File: src/rtl/pulse_width_meter.sv
// Pulse width meter: arms on request, times one active pulse in prescaled ticks, reports via valid/ready.
// Define PULSE_WIDTH_METER_CONTINUOUS_EN to re-arm automatically after each accepted result.
module pulse_width_meter #(
  parameter int   MAX_COUNT    = 65535,
  parameter int   PRESCALE     = 1,
  parameter logic ACTIVE_LEVEL = 1'b1,
  localparam int  W            = $clog2(MAX_COUNT + 1)
) (
  input  logic         clk,
  input  logic         reset,
  input  logic         signal_in,
  input  logic         arm,
  input  logic         abort,
  output logic [W-1:0] result,
  output logic         result_valid,
  input  logic         result_ready,
  output logic         overflow,
  output logic         busy
);

  localparam int PW = (PRESCALE > 1) ? $clog2(PRESCALE) : 1;
  localparam logic [PW-1:0] P_LAST = PW'(PRESCALE - 1);
  localparam logic [W-1:0]  T_MAX  = W'(MAX_COUNT);

  typedef enum logic [1:0] {IDLE, ARMED, MEASURE, HOLD} state_t;

  state_t        state, state_d;
  logic          prev_sample;
  logic [PW-1:0] presc, presc_base, presc_nxt;
  logic [W-1:0]  tick, tick_base, tick_nxt;
  logic          sat, sat_base, sat_nxt;
  logic          active, lead, wrap, count_en;

  assign active = (signal_in == ACTIVE_LEVEL);
  assign lead   = active && (prev_sample != ACTIVE_LEVEL);
  assign busy   = (state != IDLE);

  // The edge sample counts from a cleared prescaler/counter, so base is zero outside MEASURE.
  always_comb begin
    presc_base = (state == MEASURE) ? presc : '0;
    tick_base  = (state == MEASURE) ? tick  : '0;
    sat_base   = (state == MEASURE) ? sat   : 1'b0;
    wrap       = (presc_base == P_LAST);
    presc_nxt  = wrap ? '0 : presc_base + 1'b1;
    tick_nxt   = (wrap && tick_base != T_MAX) ? tick_base + 1'b1 : tick_base;
    sat_nxt    = sat_base | (wrap && tick_base == T_MAX);
    count_en   = ((state == ARMED) && lead) || ((state == MEASURE) && active);
  end

  always_comb begin
    state_d = state;
    case (state)
      IDLE:    if (arm) state_d = ARMED;
      ARMED:   if (lead) state_d = MEASURE;
      MEASURE: if (!active) state_d = HOLD;
      HOLD: if (result_ready) begin
`ifdef PULSE_WIDTH_METER_CONTINUOUS_EN
        state_d = ARMED;
`else
        state_d = IDLE;
`endif
      end
      default: state_d = IDLE;
    endcase
    if (abort) state_d = IDLE;
  end

  always_ff @(posedge clk or posedge reset) begin
    if (reset) state <= IDLE;
    else       state <= state_d;
  end

  always_ff @(posedge clk or posedge reset) begin
    if (reset) begin
      prev_sample  <= ACTIVE_LEVEL;
      presc        <= '0;
      tick         <= '0;
      sat          <= 1'b0;
      result       <= '0;
      result_valid <= 1'b0;
      overflow     <= 1'b0;
    end else begin
      prev_sample <= signal_in;
      if (abort) begin
        result_valid <= 1'b0;
        overflow     <= 1'b0;
      end else begin
        if (count_en) begin
          presc <= presc_nxt;
          tick  <= tick_nxt;
          sat   <= sat_nxt;
        end
        if (state == MEASURE && !active) begin
          result       <= tick;
          overflow     <= sat;
          result_valid <= 1'b1;
        end
        if (state == HOLD && result_ready) result_valid <= 1'b0;
      end
    end
  end

endmodule

File: config.mk
export PLATFORM = sky130hd
export DESIGN_NAME = pulse_width_meter
export DESIGN_NICKNAME = d
export VERILOG_FILES = /design/src/rtl/pulse_width_meter.sv
export SDC_FILE = /design/constraint.sdc
export NUM_CORES = 1
export LEC_CHECK = 0
export BUFFER_PORTS_ARGS = -buffer_cell sky130_fd_sc_hd__buf_4
export CAP_MARGIN = 30
export CORE_ASPECT_RATIO = 1.75
export CORE_MARGIN = 1
export CORE_UTILIZATION = 43
export CTS_CLUSTER_DIAMETER = 200
export DETAILED_ROUTE_END_ITERATION = 7
export PLACE_DENSITY_LB_ADDON = 0.15
export SLEW_MARGIN = 20
export SYNTH_ARGS = -nofsm -noshare
export SYNTH_HDL_FRONTEND = slang
export SYNTH_SLANG_ARGS = --single-unit
File: constraint.sdc
create_clock -name clk -period 2.79 [get_ports clk]
set_input_delay 0.4185 -clock clk [delete_from_list [all_inputs] [get_ports clk]]
set_output_delay 0.4185 -clock clk [all_outputs]
set_load 0.02 [all_outputs]
Word level (Yosys, flattened, before mapping)
Cells that the tools add are included.

storage, ports and cells
  register bits = 39
  output and inout port bits = 19
  logic and storage cells = 55

operators by class
  $add $sub $neg = 2
  eq/ne operators = 9
  multiplexer cells = 16
  bitwise gates (word level) = 4
  reductions and logical operators = 16

operators with widths
  operator                                                          count
  16-bit two-way mux                                                2
  16-bit by 1-bit adder with 16-bit output (second input constant)  1
  16-bit == test (second input constant)                            1
  16-bit != test (second input constant)                            1
  3-bit != test (second input constant)                             4
  2-bit two-way mux                                                 5
  1-bit two-way mux                                                 8
  2-bit case mux with 4 select lines                                1
  1-bit logical AND                                                 7
  2-bit == test (second input constant)                             2
  2-bit AND reduction                                               2
  4-bit AND reduction                                               1
  2-bit nonzero test                                                2
  1-bit inverter                                                    3
  3-bit nonzero test                                                1
  2-bit by 1-bit == test with 1-bit output (second input constant)  1
  2-bit logical NOT                                                 1
  1-bit adder (second input constant)                               1
  1-bit logical NOT                                                 1
  1-bit logical OR                                                  1
  1-bit OR                                                          1

Depth between registers and ports, before layout
Gate-level depths: netlist of run 1.

  depth in word-level cells = 5
  mapped depth = 10
  gate-level depth less buffers = 8

Worst setup path before layout of run 1
OpenSTA, ideal clock, no wires.

  path type = register to register
  start point = reg state[0]
  end point = reg tick[8]
  library setup time = 0.138 ns
  arrival time = 2.346 ns
  required time = 2.652 ns
  slack = 0.306 ns
  cell stages (with the launch flop) = 10
  period minus slack after synthesis = 2.484 ns
  path through = dfrtp_1 -> inv_1 -> ha_1 -> buf_2 -> and2_1 -> ha_1 -> nand4_1 -> nor4_1 -> a2111oi_0 -> xnor2_1

between the ends
  longest elaborated chain between the ends = 5
  elaborated cells between the ends (all ways) = 13
  those cells by class = add/sub: 1; eq/ne: 3; mux: 3; bitwise: 1; reduce/logical: 5

ends and longest elaborated chain
  item                                                                              RTL line  RTL
  start, declared                                                                   27        state_t state, state_d;
  start signal, assigned                                                            70        else state <= state_d;
  branches (longest 5 deep; another with 16-bit by 1-bit adder with 16-bit output)  -
  end signal, assigned                                                              90        tick <= tick_nxt;
  end, declared                                                                     30        logic [W-1:0] tick, tick_base, tick_nxt;

Parallel ways; which one is timed is not known.
A chain may end at the register's enable or synchronous reset.

Worst setup path after layout of run 1
  start point = reg state[0]
  end point = reg tick[3]

The elaborated chain is that of the path after synthesis.

==> impl_metrics.csv, run 1 <==
group,metric,value,unit
grt,antenna_found_initial,0,
route,drtIter0Drc,62,
clocking,cts.clk_slew.worst_paths,0.07,ns
grt,grt_max_degree,39,
finish,final-seq-area,952,µm²
route,wl_per_cell,15.4,µm
logic_synthesis,yosysTopAreaCell,"dfrtp_1",
timing,fin_ws,0.268,ns
floorplan,start_util,0.449,
timing,hold_violations,0,
finish,multi_input_area,858,µm²
logic_synthesis,synth_top_area_share,0.497,
placement,place.gp.congestion,0.879,
worst_setup_path,crit_arrival,2.69,ns
clocking,clock_latency,0.29,ns
floorplan,io-pin-count,25,
route,dr_total_vias,1370,
timing,max_slew_margin,0.547,
logic_synthesis,synth_ff_type,"dfrtp_1",
clocking,holdBufCountCts,0,
timing,post-route-min-period,2.52,ns
finish,final_layout_size_suffix_gt1_frac,0.268,
finish,final_common_cell,"dfrtp_1",
min_path,hold_path.class,"input port to async pin",
finish,fin_area,2220,µm²
outcome,run_status,"finished clean",
floorplan,core,4150,µm²
route,drt-total-wl,3810,µm
route,antenna_left,0,
finish,antenna_cells,0,
clocking,numCtsBuffers,5,
logic_synthesis,synth_top_cells_by_area,"dfrtp_1, mux2_2, xor2_1",
floorplan,die-area,4610,µm²
timing,setup_violations,0,
clocking,htree_levels,2,
floorplan,dieHeight,89.1,µm
clocking,cts_buffer_depth,2,
finish,fill_cells,370,
placement,dpl_cell_area,2110,µm²
power,p_per_area,613,nW/µm²
logic_synthesis,avgSynthCellArea,11.2,µm²
power,vdd_drop_max,0.414,mV
power,leakage,1.04,nW
worst_setup_path,rrSetupSlack,0.27,ns
floorplan,rows,31,
logic_synthesis,synthCells,167,
placement,portBuffers,24,
finish,nNetsFinal,208,
clocking,tritoncts,"built",
timing,fmax,397,MHz
route,avgViaCountPerCell,5.55,
logic_synthesis,seq_area_frac_synth,0.511,
worst_setup_path,rr_worst_depth,9,
grt,grt_pass1_wl,6580,µm
finish,area_growth,19.0,%
worst_setup_path,start_kind,"register",
logic_synthesis,synth_area,1860,µm²
grt,grt-ovfl-total,0,
logic_synthesis,async_reset_ff_frac,1.00,
route,first_pass_iters,4,
placement,pre_cts_slack,0.338,ns
clocking,ctsRootBufferMaster,"clkbuf_8",
logic_synthesis,syn_nets,178,
timing,rsz0062_at_grt,"false",
clocking,cts_sinks,38,
grt,grt_pass1_vias,1431,
grt,grtUsageTotal,0.195,
worst_setup_path,critPathCaptureType,"register",
worst_setup_path,cp_data_required_time,2.96,ns
floorplan,die_w,51.8,µm
placement,dpl.hpwl,2760,µm
timing,worst_slew_pin_slew,0.662,ns
timing,setup_tns,0,ns
worst_setup_path,crit-reg2reg-launch,"state[0]",
clocking,post-cts-setup-buffer-count,0,
timing,clock_skew,0.0101,ns
timing,slew_violations,0,
logic_synthesis,yosys_register_bits,38,
logic_synthesis,synth_edf_count,0,
worst_setup_path,crit_type,"register to register",
logic_synthesis,yosysWarnings,0,
flow_run,drv_cap,0,
worst_setup_path,crit_fanout,6,
clocking,post_cts_resized,0,
logic_synthesis,yosys.cell_types.count,39,
worst_setup_path,worstReg2RegEnd,"tick[3]",
finish,mostFrequentLayoutCells,"dfrtp_1, buf_4, mux2_2",
timing,final.period_utilization,0.904,
route,drc,0,
-- synth_stat cells (all sizes together) (2+ instances only) --
library cell,instances
dfrtp,37
mux2,17
nand2,16
nand4,9
inv,8
xor2,8
nor2,7
nand3,6
ha,5
xnor2,5
and2,4
buf,4
mux2i,4
nor2b,4
and3,3
nor4,3
a2111oi,2
and4,2
nand2b,2
nand3b,2
o211ai,2
o21ai,2
-- state kept, by name (all words and copies together) (netlist names) --
signal	flops
overflow	1
result_valid	1
sat	1
tick	16
state	2
result	16
prev_sample	1
-- critical path, stage by stage (launching register included) --
cell      delay (ns)
dfrtp_1         0.43
inv_1           0.10
ha_1            0.25
and2_1          0.19
ha_1            0.23
nand4_1         0.17
nor4_1          0.54
buf_4           0.23
a211oi_1        0.10
xnor2_1         0.16
-- kinds of logic (layout without fill, tap and decap cells) --
family	count (synthesis)	count (layout)	synth area share
flops	38	38	0.511
simple gates	61	61	0.175
mux	21	21	0.124
compound gates	16	16	0.0664
xor+xnor	13	13	0.0611
fa+ha+maj	5	5	0.0336
buf+inv	13	44	0.0289
-- worst max path at each step --
| stage | slack, ns | endpoint | startpoint | cells after the start |
|---|---|---|---|---|
| final | 0.27 | tick[3] | state[0] | 9 |
| after global routing | 0.12 | tick[0] | state[0] | 9 |
| after CTS | 0.29 | tick[6] | state[0] | 8 |
| after detailed placement | 0.34 | tick[2] | state[0] | 8 |
| after global placement | 0.43 | tick[2] | state[0] | 8 |
| after floorplan | 0.31 | tick[8] | state[0] | 9 |
-- where the power goes --
part	internal (W)	leakage, nW	switching [W]
registers	0.000588	0.522	0.0000356
clock network	0.000267	0.0524	0.000185
logic	0.000125	0.466	0.000159
total	0.000981	1.04	0.000380
-- area by class of cell --
type	instances	area share
Sequential cell	38	0.429
Clock inverter	1	0.0135
Timing Repair Buffer	28	0.0948
Clock buffer	7	0.0344
Multi-Input combinational cell	116	0.387
Tap cell	49	0.0276
Inverter	8	0.0135
-- per-layer routing --
metal	share of wire	wire length [µm]	vias up	track usage
met4	0.022	82	0	0.0958
met3	0.039	149	8	0.0357
met2	0.53	2000	36	0.348
met1	0.41	1570	670	0.218
li1	-	-	656	-
met5	0	0	-	0
-- stage by stage --
step | std cells | hold WS, ns | utilization | power, W
global route | 247 | 0.263 | 0.535 | 0.00143
floorplan | 167 | 0.423 | - | 0.000825
finish | 247 | 0.236 | 0.535 | 0.00136
detailed placement | 239 | 0.497 | 0.509 | 0.000922
CTS | 247 | 0.259 | 0.535 | 0.00138
global placement | 239 | 0.492 | 0.509 | 0.000914
Power figures use the tool's default switching activity.
==> run 2, diff against run 1 <==
--- a/config.mk
+++ b/config.mk
@@ -13,6 +13,7 @@
 export CTS_CLUSTER_DIAMETER = 200
 export DETAILED_ROUTE_END_ITERATION = 7
 export PLACE_DENSITY_LB_ADDON = 0.15
+export SKIP_CTS_REPAIR_TIMING = 1
 export SLEW_MARGIN = 20
 export SYNTH_ARGS = -nofsm -noshare
 export SYNTH_HDL_FRONTEND = slang
==> constraint.sdc (replaced) <==
create_clock -name clk -period 3.09 [get_ports clk]
set_input_delay 0.4635 -clock clk [delete_from_list [all_inputs] [get_ports clk]]
set_output_delay 0.4635 -clock clk [all_outputs]
set_load 0.02 [all_outputs]
==> run 2 against run 1 <==
Cell area fell by 0.73%. Worst setup slack improved by 0.34 ns. Clock-buffer cell count fell by 1. Maximum frequency rose by 1.5%. First-iteration DRC count fell by 35%. Wire length rose by 2.1%. Clock power fell by 28%. Largest cell class unchanged. Cell count rose by 0.40%. Largest power group unchanged. Critical path depth fell by 1.
==> impl_metrics.csv, run 2 (synthesis results as in run 1) <==
group,metric,value,unit
floorplan,io-pin-count,25,
grt,use_met2,0.327,
power,p_per_area,521,nW/µm²
worst_setup_path,crit_type,"register to register",
timing,final.period_utilization,0.804,
worst_setup_path,crit_buf_inv,1,
worst_setup_path,critPathCaptureType,"register",
grt,antenna_found_initial,0,
placement,place.gp.congestion,0.848,
finish,final_layout_size_suffix_gt1_frac,0.276,
timing,rsz0062_at_grt,"false",
power,vdd_drop_max,0.427,mV
outcome,run_status,"finished clean",
worst_setup_path,crit_fanout,6,
finish,antenna_cells,0,
timing,max_slew_margin,0.573,
grt,grt_max_degree,39,
worst_setup_path,crit_top_cell,"ha_1",
finish,reg_top3,"result (16), tick (16), state (2)",
placement,portBuffers,24,
power,p_total,0.00115,W
min_path,hold_path.class,"input port to async pin",
flow_run,drv_cap,0,
route,wl_per_cell,15.7,µm
floorplan,core,4150,µm²
worst_setup_path,slowest_delay,0.63,ns
finish,final_common_cell,"dfrtp_1",
grt,grt-ovfl-total,0,
route,dr_total_vias,1393,
route,first_pass_iters,4,
timing,clock_skew,0.00860,ns
route,avgViaCountPerCell,5.62,
timing,slew_violations,0,
clocking,clock_latency,0.29,ns
clocking,cts_buffer_depth,2,
clocking,ctsRootBufferMaster,"clkbuf_8",
clocking,htree_levels,2,
worst_setup_path,rrSetupSlack,0.61,ns
route,antenna_left,0,
timing,post-route-min-period,2.48,ns
grt,gr-usage-met3,0.0357,
finish,mostFrequentLayoutCells,"dfrtp_1, buf_4, mux2_2",
timing,setup_violations,0,
floorplan,die-area,4610,µm²
finish,nNetsFinal,209,
floorplan,rows,31,
route,drt-total-wl,3890,µm
route,drtIter0Drc,40,
worst_setup_path,crit_arrival,2.70,ns
timing,hold_violations,0,
timing,worst_slew_pin_slew,0.634,ns
worst_setup_path,cp_cell_sequence,"inv_1 -> ha_1 -> and2_1 -> ha_1 -> nand4_1 -> or4_1 -> o211ai_1 -> xor2_1",
grt,grt.busiest_layer,"met2",
grt,grtUsageTotal,0.191,
floorplan,start_util,0.449,
clocking,cts.clk_slew.worst_paths,0.08,ns
placement,dpl.hpwl,2810,µm
timing,fmax,403,MHz
floorplan,die_w,51.8,µm
grt,gr-usage-met1,0.226,
clocking,cts_sinks,38,
floorplan,dieHeight,89.1,µm
power,leakage,1.04,nW
worst_setup_path,start_kind,"register",
finish,area_growth,18.1,%
clocking,tritoncts,"built",
route,drc,0,
worst_setup_path,slowest_stage,"or4_1",
worst_setup_path,cp_data_required_time,3.30,ns
grt,grt_pass1_wl,6430,µm
grt,grt_pass1_vias,1387,
timing,setup_tns,0,ns
worst_setup_path,crit_family,"simple AND/OR/NAND/NOR gates",
clocking,numCtsBuffers,5,
## run 2: metrics by stage
stage	hold slack [ns]	instance area [µm²]	setup slack (ns)	util	cells
floorplan	0.468	1860	0.606	-	167
global placement	0.491	2120	0.791	0.511	240
detailed placement	0.497	2120	0.643	0.511	240
CTS	0.298	2200	0.614	0.531	248
global route	0.305	2200	0.470	0.531	248
finish	0.275	2200	0.606	0.531	248
## run 2: cell type report
cell class                 count  area, µm²
tap                           49       61.3
inverter                       8       30.0
clock buffer                   6       72.6
clock inverter                 2       10.0
sequential                    38        952
timing repair buffer          29        218
fill                         373       1950
multi-input combinational    116        858
## run 2: tightest hold or removal path, cell delays in order
cell and delay (ns):
buf_4 0.10, inv_1 0.04, buf_4 0.40
## run 2: path summary, 6_finish.rpt
kind,cells after the start,to,start
max in group asynchronous,3,result[9],reset
min in group clk,1,prev_sample,signal_in
max,8,tick[5],state[0]
min,3,state[0],reset
max reg2reg,8,tick[5],state[0]
min reg2reg,1,result[3],result[3]
## run 2: metal layers
| layer | wire length (µm) | vias up |
|---|---|---|
| met5 | 0 | - |
| met4 | 65 | 0 |
| met3 | 105 | 4 |
| met2 | 2100 | 27 |
| met1 | 1620 | 702 |
| li1 | - | 660 |
## run 2: report_power, final
group / leakage (nW) / internal, W / switching, W
logic: 0.471 / 0.000114 / 0.000145
clock network: 0.0450 / 0.000156 / 0.000168
registers: 0.522 / 0.000531 / 0.0000327
==> run 3, diff against run 2 <==
--- a/config.mk
+++ b/config.mk
@@ -5,6 +5,7 @@
 export SDC_FILE = /design/constraint.sdc
 export NUM_CORES = 1
 export LEC_CHECK = 0
+export ABC_AREA = 1
 export BUFFER_PORTS_ARGS = -buffer_cell sky130_fd_sc_hd__buf_4
 export CAP_MARGIN = 30
 export CORE_ASPECT_RATIO = 1.75
==> constraint.sdc (replaced) <==
create_clock -name clk -period 2.4 [get_ports clk]
set_input_delay 0.36 -clock clk [delete_from_list [all_inputs] [get_ports clk]]
set_output_delay 0.36 -clock clk [all_outputs]
set_load 0.02 [all_outputs]
==> run 3 against run 2 <==
Clock skew down 0.0050 ns. Cell count up 46%. Synthesized area up 19%. Wire length up 25%. First-iteration DRC count up 45%. Total power up 58%. Clock-buffer cell count up 2. Register-to-register slack worse by 0.36 ns. Non-clock buffer count unchanged. Sequential share of layout area down 5.5 points. Flip-flop and latch count unchanged.
==> impl_metrics.csv, run 3 <==
group,metric,value,unit
outcome,run_status,"finished clean",
route,antenna_left,0,
floorplan,start_util,0.445,
timing,setup_tns,0,ns
finish,antenna_cells,0,
worst_setup_path,crit_fanout,12,
logic_synthesis,yosysTopAreaCell,"dfrtp_1",
worst_setup_path,crit_arrival,2.38,ns
logic_synthesis,yosys_register_bits,38,
route,dr_total_vias,1884,
grt,grt_pass1_wl,8420,µm
grt,antenna_found_initial,0,
placement,portBuffers,24,
timing,max_slew_margin,0.642,
route,drt-total-wl,4860,µm
worst_setup_path,start_kind,"register",
finish,fin_util,0.508,
logic_synthesis,synth_edf_count,0,
timing,setup_violations,0,
timing,clock_skew,0.00358,ns
clocking,cts_sinks,38,
clocking,tritoncts,"built",
grt,grt_max_degree,39,
logic_synthesis,seq_area_frac_synth,0.430,
logic_synthesis,yosysWarnings,0,
min_path,hold_path.class,"input port to async pin",
finish,reg_top3,"result (16), tick (16), state (2)",
floorplan,core,4980,µm²
logic_synthesis,yosys.area_share.adder,0.0283,
logic_synthesis,yosysMostFrequentCell,"nand2_1",
worst_setup_path,cp_cell_sequence,"inv_1 -> ha_1 -> nand2_1 -> inv_1 -> ha_1 -> nand2_1 -> inv_1 -> nand2_2 -> nor2_2 -> nand3_2 -> nand3_1 -> nand2_1 -> nand2_1",
clocking,clock_latency,0.29,ns
timing,hold_violations,0,
route,avgViaCountPerCell,5.19,
grt,grt_pass1_vias,1821,
logic_synthesis,synthCells,280,
finish,nNetsFinal,319,
placement,place.gp.congestion,0.886,
worst_setup_path,crit_top_cell,"nand2_1",
clocking,htree_levels,2,
timing,post-route-min-period,2.15,ns
clocking,cts.clk_slew.worst_paths,0.07,ns
logic_synthesis,synth_commonest_cells,"nand2_1, dfrtp_1, nand3_1, inv_1, nor2_1",
floorplan,die-area,5450,µm²
power,leakage,1.32,nW
logic_synthesis,synth_top_cells_by_area,"dfrtp_1, nand2_1, nand3_1",
timing,worst_slew_pin_slew,0.535,ns
worst_setup_path,slowest_delay,0.40,ns
logic_synthesis,avgSynthCellArea,7.90,µm²
worst_setup_path,cp_data_required_time,2.63,ns
finish,area_growth,14.1,%
logic_synthesis,synth-simple-area-share,0.333,
logic_synthesis,synth_top_area_share,0.418,
grt,grtUsageTotal,0.198,
worst_setup_path,slowest_stage,"dfrtp_1",
finish,final_common_cell,"nand2_1",
grt,grt-ovfl-total,0,
power,vdd_drop_max,0.463,mV
logic_synthesis,synth_top_family_by_area,"simple AND/OR/NAND/NOR gates",
logic_synthesis,synthXorXnorAreaFrac,0.0158,
floorplan,die_w,56.2,µm
finish,fin_area,2530,µm²
timing,final.period_utilization,0.896,
route,wl_per_cell,13.4,µm
worst_setup_path,crit_buf_inv,3,
logic_synthesis,synth_ff_type,"dfrtp_1",
logic_synthesis,muxShareOfSynthArea,0.0560,
finish,mostFrequentLayoutCells,"nand2_1, nand3_1, dfrtp_1",
timing,fmax,465,MHz
floorplan,rows,34,
placement,dpl.hpwl,3600,µm
route,drtIter0Drc,58,
timing,rsz0062_at_grt,"false",
worst_setup_path,crit_family,"simple AND/OR/NAND/NOR gates",
logic_synthesis,synth_area,2210,µm²
finish,final_layout_size_suffix_gt1_frac,0.210,
floorplan,io-pin-count,25,
route,drc,0,
power,p_total,0.00181,W
clocking,cts_buffer_depth,2,
power,p_per_area,715,nW/µm²
floorplan,dieHeight,96.9,µm
logic_synthesis,synth_compound_area_frac,0.0503,
logic_synthesis,yosys.cell_types.count,29,
worst_setup_path,critPathCaptureType,"register",
logic_synthesis,async_reset_ff_frac,1.00,
logic_synthesis,syn_nets,291,
flow_run,drv_cap,0,
worst_setup_path,crit_type,"register to register",
timing,slew_violations,0,
placement,dpl_cell_area,2430,µm²
route,first_pass_iters,4,
clocking,ctsRootBufferMaster,"clkbuf_8",
clocking,numCtsBuffers,5,
finish,fill_cells,493,
[run 3: cell count changes after synthesis, sizes merged, moves of 3 or more]
| cell | delta |
|---|---|
| nor2 | +17 |
| buf | +4 |
| and2 | -4 |
| nand2 | +75 |
| xor2 | -8 |
| and3 | -3 |
| nor2b | -4 |
| inv | +23 |
| nand4 | -4 |
| nor4 | -3 |
| mux2i | -4 |
| mux2 | -8 |
| nand3 | +34 |
| o21ai | +13 |
[run 3: cell families after synthesis]
kind of cell               count (synthesis)
muxes                                      9
xor gates and xnor gates                   4
buffers and inverters                     41
AOI/OAI and AO/OA                         20
adders and majority gates                  5
DFF                                       38
and+or+nand+nor                          163
[run 3: final timing paths]
path	from	to	slack, ns	cells past startpoint
max reg2reg	state[0]	tick[9]	0.25	13
min in group clk	signal_in	prev_sample	0.21	1
min	reset	result[2]	0.18	3
max	state[0]	tick[9]	0.25	13
max in group asynchronous	reset	prev_sample	1.87	3
min reg2reg	result[13]	result[13]	0.49	2
[run 3: area by class of cell]
type                       instances  area [µm²]  area share
clock buffer                       8        90.1      0.0357
multi-input combinational        201        1070       0.425
timing repair buffer              29         218      0.0862
inverter                          33         124      0.0490
tap                               54        67.6      0.0267
sequential                        38         952       0.377
[run 3: stage by stage]
| stage | cells | setup WS [ns] | hold WS (ns) |
|---|---|---|---|
| floorplan | 280 | 0.276 | 0.364 |
| global placement | 355 | 0.303 | 0.468 |
| detailed placement | 355 | 0.281 | 0.474 |
| CTS | 363 | 0.274 | 0.195 |
| global route | 363 | 0.0350 | 0.206 |
| finish | 363 | 0.249 | 0.177 |
[run 3: routing by layer]
| metal | wire [µm] | vias to the layer above | track usage |
|---|---|---|---|
| li1 | - | 947 | - |
| met2 | 2590 | 49 | 0.357 |
| met1 | 1970 | 875 | 0.232 |
| met3 | 181 | 13 | 0.0241 |
| met5 | 0 | - | 0 |
| met4 | 119 | 0 | 0.0769 |
[run 3: where the power goes]
group          internal, W  switching (W)
combinational     0.000207       0.000326
clock             0.000234       0.000216
sequential        0.000743      0.0000802
total              0.00118       0.000623
[run 3: tightest hold or removal path: cells and delay by family]
| kind | cells | cell delay, ns |
|---|---|---|
| buffers and inverters | 3 | 0.55 |
